**src/rtl/us_scan_scheduler.sv**
```systemverilog
`default_nettype none
// ============================================================================
//  Module      : us_scan_scheduler
//  Description : Round-robin scheduler sharing one ultrasonic ranging engine
//                across several trig/echo transducers. Fires one sensor at a
//                time, measures the echo pulse width in clock cycles, flags
//                timeouts and keeps a per-sensor near-obstacle flag.
//  Revision    : 1.0 - initial release
// ============================================================================
module us_scan_scheduler #(
  parameter int NUM_SENSORS    = 3,
  parameter int TRIG_CYCLES    = 1200,
  parameter int TIMEOUT_CYCLES = 3000000,
  parameter int GAP_CYCLES     = 500000,
  parameter int NEAR_MIN       = 10000,
  parameter int NEAR_MAX       = 220000
) (
  input  logic                   clk,
  input  logic                   rst_n,
  input  logic                   enable,
  input  logic [NUM_SENSORS-1:0] echo,
  output logic [NUM_SENSORS-1:0] trig,
  output logic                   meas_valid,
  output logic [1:0]             meas_id,
  output logic [23:0]            meas_width,
  output logic                   meas_timeout,
  output logic [NUM_SENSORS-1:0] near,
  output logic                   busy
);

  // Terminal counts and range limits, pre-sized to the 24-bit counters
  localparam logic [23:0] TRIG_LAST    = 24'(TRIG_CYCLES - 1);
  localparam logic [23:0] TIMEOUT_LAST = 24'(TIMEOUT_CYCLES - 1);
  localparam logic [23:0] GAP_LAST     = 24'(GAP_CYCLES - 1);
  localparam logic [23:0] NEAR_MIN_C   = 24'(NEAR_MIN);
  localparam logic [23:0] NEAR_MAX_C   = 24'(NEAR_MAX);
  localparam logic [1:0]  LAST_IDX     = 2'(NUM_SENSORS - 1);
  localparam logic [23:0] WIDTH_SAT    = 24'hFFFFFF;

  typedef enum logic [2:0] {
    S_IDLE      = 3'd0,
    S_TRIG      = 3'd1,
    S_WAIT_RISE = 3'd2,
    S_MEASURE   = 3'd3,
    S_GAP       = 3'd4
  } state_t;

  state_t state;
  state_t state_next;

  logic [1:0]             idx;
  logic [1:0]             idx_next;
  logic [23:0]            cnt;
  logic [23:0]            tcnt;
  logic [23:0]            width;
  logic [NUM_SENSORS-1:0] sync1;
  logic [NUM_SENSORS-1:0] es;
  logic [NUM_SENSORS-1:0] es_d;
  logic [NUM_SENSORS-1:0] rise_vec;
  logic [NUM_SENSORS-1:0] fall_vec;
  logic [NUM_SENSORS-1:0] trig_next;
  logic                   rise_sel;
  logic                   fall_sel;
  logic                   es_sel;
  logic                   emit;
  logic                   emit_timeout;
  logic                   in_range;

  // Edges are only of interest on the sensor currently being served
  assign rise_vec = es & ~es_d;
  assign fall_vec = ~es & es_d;
  assign rise_sel = rise_vec[idx];
  assign fall_sel = fall_vec[idx];
  assign es_sel   = es[idx];
  assign in_range = (width >= NEAR_MIN_C) && (width <= NEAR_MAX_C);
  assign busy     = (state != S_IDLE);

  // Two-flop synchronizer plus one delay stage for edge detection
  always_ff @(posedge clk or negedge rst_n) begin
    if (!rst_n) begin
      sync1 <= '0;
      es    <= '0;
      es_d  <= '0;
    end else begin
      sync1 <= echo;
      es    <= sync1;
      es_d  <= es;
    end
  end

  // State and sensor-index register
  always_ff @(posedge clk or negedge rst_n) begin
    if (!rst_n) begin
      state <= S_IDLE;
      idx   <= 2'd0;
    end else begin
      state <= state_next;
      idx   <= idx_next;
    end
  end

  // Next-state logic and result-decision flags
  always_comb begin
    state_next   = state;
    idx_next     = idx;
    emit         = 1'b0;
    emit_timeout = 1'b0;
    case (state)
      S_IDLE: begin
        idx_next = 2'd0;
        if (enable) state_next = S_TRIG;
      end
      S_TRIG: begin
        if (cnt == TRIG_LAST) state_next = S_WAIT_RISE;
      end
      S_WAIT_RISE: begin
        // Only a fresh edge counts; an echo already high on entry has no rise
        if (rise_sel) begin
          state_next = S_MEASURE;
        end else if (tcnt == TIMEOUT_LAST) begin
          emit         = 1'b1;
          emit_timeout = 1'b1;
          state_next   = S_GAP;
        end
      end
      S_MEASURE: begin
        // A fall coinciding with the timeout is reported as a normal result
        if (fall_sel) begin
          emit       = 1'b1;
          state_next = S_GAP;
        end else if (tcnt == TIMEOUT_LAST) begin
          emit         = 1'b1;
          emit_timeout = 1'b1;
          state_next   = S_GAP;
        end
      end
      S_GAP: begin
        if (cnt == GAP_LAST) begin
          if (enable) begin
            state_next = S_TRIG;
            idx_next   = (idx == LAST_IDX) ? 2'd0 : idx + 2'd1;
          end else begin
            state_next = S_IDLE;
            idx_next   = 2'd0;
          end
        end
      end
      default: begin
        state_next = S_IDLE;
        idx_next   = 2'd0;
      end
    endcase
  end

  // Trigger is registered from the next state so it lines up exactly with TRIG
  always_comb begin
    trig_next = '0;
    for (int i = 0; i < NUM_SENSORS; i++) begin
      trig_next[i] = (state_next == S_TRIG) && (idx_next == 2'(i));
    end
  end

  // Slot counters, echo width accumulator and trigger output
  always_ff @(posedge clk or negedge rst_n) begin
    if (!rst_n) begin
      cnt   <= '0;
      tcnt  <= '0;
      width <= '0;
      trig  <= '0;
    end else begin
      trig <= trig_next;

      if (state_next != state) begin
        cnt <= '0;
      end else if (state == S_TRIG || state == S_GAP) begin
        cnt <= cnt + 24'd1;
      end else begin
        cnt <= '0;
      end

      if (state == S_WAIT_RISE || state == S_MEASURE) begin
        tcnt <= tcnt + 24'd1;
      end else begin
        tcnt <= '0;
      end

      if (state == S_TRIG) begin
        width <= '0;
      end else if (state == S_WAIT_RISE && rise_sel) begin
        width <= 24'd1;
      end else if (state == S_MEASURE && es_sel && width != WIDTH_SAT) begin
        width <= width + 24'd1;
      end
    end
  end

  // Result publication, one cycle after the fall/timeout decision
  always_ff @(posedge clk or negedge rst_n) begin
    if (!rst_n) begin
      meas_valid   <= 1'b0;
      meas_id      <= 2'd0;
      meas_width   <= '0;
      meas_timeout <= 1'b0;
      near         <= '0;
    end else begin
      meas_valid <= emit;
      if (emit) begin
        meas_id      <= idx;
        meas_timeout <= emit_timeout;
        meas_width   <= emit_timeout ? WIDTH_SAT : width;
        near[idx]    <= ~emit_timeout & in_range;
      end
    end
  end

endmodule
`default_nettype wire

```
**config.mk**
```make
export PLATFORM = sky130hd
export DESIGN_NAME = us_scan_scheduler
export DESIGN_NICKNAME = d
export VERILOG_FILES = /design/src/rtl/us_scan_scheduler.sv
export SDC_FILE = /design/constraint.sdc
export NUM_CORES = 1
export LEC_CHECK = 0
export CAP_MARGIN = 0
export CORE_UTILIZATION = 30
export DETAILED_ROUTE_END_ITERATION = 8
export GPL_ROUTABILITY_DRIVEN = 0
export SLEW_MARGIN = 10
export SYNTH_ARGS = -nofsm -noshare
export SYNTH_HDL_FRONTEND = slang
export SYNTH_SLANG_ARGS = --single-unit
```
**constraint.sdc**
```tcl
create_clock -name clk -period 2.3 [get_ports clk]
set_input_delay 0.46 -clock clk [delete_from_list [all_inputs] [get_ports clk]]
set_output_delay 0.46 -clock clk [all_outputs]
set_load 0.02 [all_outputs]
```
==> results.md <==
- Total track usage: 14.8%
- # fillers: 1859
- Ys flop type: dfrtp_1
- First-pass GRT wire length: 23300 um
- PD cells: 648 nW/um2
- Post-Place Worst Slack: -0.123 ns
- Worst-path clk slew: 0.06 ns
- CP Class: reg -> reg
- Distinct cells, synth: between 60 and 70
- Gr ovfl total: 0
- Hold WC Path Type: in -> async
- Max-Cap Viols: 0
- Nets: 662
- Initial DRT Pass Iterations: 7
- Diodes inserted: 0
- CTS Buffer Depth: 2
- Vias: between 4k and 5k
- Status: completed
- Post-synth top area share: 51.1%
- Root buf cell: clkbuf_16
- DIE AREA: 20100 um2
- Required time of the critical path: 2.59 ns
- Number of global-route vias before repair: around 4.6k
- Worst skew pair latency: 0.42 ns
- # DRC: 0
- Register area share after synthesis: 51.1%
- Initial detailed-routing violation count: 487
- Largest net degree at the start of global routing: 48
- Max Freq: 451 MHz
- Area Growth Syn to Fin: 25.5%
- Num Clock Sinks: 120
- Syn nets: 595
- Critical path capture point type: register
- Clk_skew: ~0.0073 ns
- Num CTS Buffers: 17
- Slew @ Worst Pin: 0.597 ns
- Worst VDD drop: 0.495 mV
- IO Pins: 41
- Routed Antenna Nets: 0
- CP Max Fanout: 7
- Arrival time worst endpoint: 2.50 ns
- Share of post-route cells with drive strength above 1: 12.9%
- Setup TNS: 0 ns
- Mean Syn Cell Area: about 10 um2
- Ranking of synthesized cells by area: dfrtp_1 51%, nor2_1 5.8%, xor2_1 5.5%
- Final period utilization: 96.3%
- Hpwl dp: 9670 um
- Wire per inst: around 15 um
- Initial core utilization: 31.0%
- Async set-reset flop share out of synthesis: 100%
- Pleak: 3.03 nW
- H-tree Lvls: 4
- Grt met2 use: 23.8%
- Initial antenna violation count: 0
- Die height: 142 um
- RSZ-0062 raised after global routing: no
- Post-synth EDFFs: 0
- Top Usage Layer GRT: met2
- Synthesis-stage register bit count: 120
- Max_slew headroom: 59.8%
- Met3 GRT Util: 3.07%
- Final hold vios: 0
- Endpoints failing setup: 0
- DR vias/cell: 5.04
- Die Wd: 142 um
- Final min period: 2.22 ns
- Placeable core area: 19000 um2
- Post-Syn Instances: between 500 and 600
- Met1 GRT Util: 18.9%
- Pins Over Slew Limit: 0
- Ys Warns: 0
- Setup ws final: between 0.08 and 0.09 ns
- Port bufs: 40
- Largest area contributor in the synthesized netlist: dfrtp_1
- Row cnt: 50
- Synthesized area: just under 6000 um2
- Detailed-route wire length: 13900 um
- CTS tree: yes
- Hold_ws: 0.00374 ns
- Critical Path Start Type: register
worst paths after layout:
path / cells after the start / start / to / slack, ns
max: 6 / tcnt[13] / cnt[3] / 0.08
min: 1 / rst_n / meas_valid / 0.004
max reg2reg: 6 / tcnt[13] / cnt[3] / 0.08
min reg2reg: 0 / sync1[2] / es[2] / 0.35
max in group asynchronous: 2 / rst_n / tcnt[0] / 1.66
min in group clk: 0 / sync1[2] / es[2] / 0.35
kinds of logic (layout without fill, tap and decap cells):
kind of cell | Yosys count | count (layout) | synth area share [%]
multiplexers | 8 | 8 | 1.43
buffers and inverters | 39 | 119 | 2.77
XOR/XNOR | 61 | 61 | 9.10
flip-flops | 120 | 120 | 51.1
adder cells (fa/ha/maj) | 4 | 4 | 0.852
AO/OA/AOI/OAI | 70 | 70 | 9.18
AND/OR/NAND/NOR | 283 | 283 | 25.5
registers in the layout, summed over array words and instances (netlist names), 3 cells and up:
name and cells:
cnt 24, es 3, es_d 3, meas_width 24, near 3, state 3
sync1 3, tcnt 24, trig 3, width 24
power breakdown:
part | internal (mW) | switching [mW]
clock network | 1.62 | 0.959
logic | 0.0202 | 0.0509
registers | 2.12 | 0.00519
cell usage after synthesis (all sizes together) (2+ instances only):
cell,number
a21o,3
dfrtp,120
buf,9
a32oi,2
inv,12
mux2,3
and4,6
nor3b,4
o21a,2
or4,3
o22a,25
and3b,2
or3,9
a21oi,14
nor2b,3
xor2,37
nor4,19
ha,4
nand3,43
nand4,16
xnor2,24
mux2i,5
nor2,91
and2,3
nor4bb,5
or2,2
o31ai,2
and3,14
nor4b,5
o2bb2ai,2
nand2,36
nor3,15
o21ai,9
nand2b,3
clkbuf,18
critical path, stage by stage, from the launching register on:
cell and delay [ns]:
dfrtp_1 0.42, or4_4 0.54, nor4_4 0.21, nand3_1 0.16, and3b_1 0.25, o311ai_4 0.40, nor2_1 0.10
final cells by class:
class | instances | area (um2) | share of cell area, %
Inverter | 12 | 45.0 | 0.611
Timing Repair Buffer | 75 | 697 | 9.45
Clock inverter | 11 | 123 | 1.66
Tap cell | 260 | 325 | 4.41
Multi-Input combinational cell | 426 | 2730 | 37.0
Sequential cell | 120 | 3000 | 40.7
Clock buffer | 21 | 450 | 6.11
placed cells by master, fill, tap and decap left out, types with 4 or more instances in the layout:
master and instances:
mux2i_1 5, clkdlybuf4s50_1 38, nor3b_1 4, buf_4 33, inv_1 12, nor4bb_1 5
clkbuf_16 17, nor3_1 15, xor2_1 37, xnor2_1 24, ha_1 4, and3_1 12
nand3_1 43, and4_1 6, dfrtp_1 120, nand4_1 15, a21oi_1 13, nor2_1 91
clkinvlp_4 4, nor4_1 16, nor4b_1 5, or3_1 8, o21ai_0 8, o22a_1 25
nand2_1 36
layer usage:
layer,part of all wire [%],wire length (um),vias up
met2,48,6640,119
met3,3.5,491,24
met5,0,0,-
li1,-,-,2222
met4,2.4,329,0
met1,46,6480,2298
stage by stage:
stage                     cell area (um2)  util (%)  cells  power, mW
after floorplan                      5870         -    585       2.17
after global placement               6780      35.8    893       2.23
after detailed placement             6780      35.8    893       2.24
after CTS                            7360      38.8    925       4.83
after global routing                 7370      38.9    925       4.93
final                                7370      38.9    925       4.78
repair_timing:
item                       CTS  global route
pin swaps                    0             1
setup buffers                0             0
setup endpoints to repair    4             4
gates resized for setup      3             2
hold buffers                 0             0
Power figures use the tool's default switching activity.
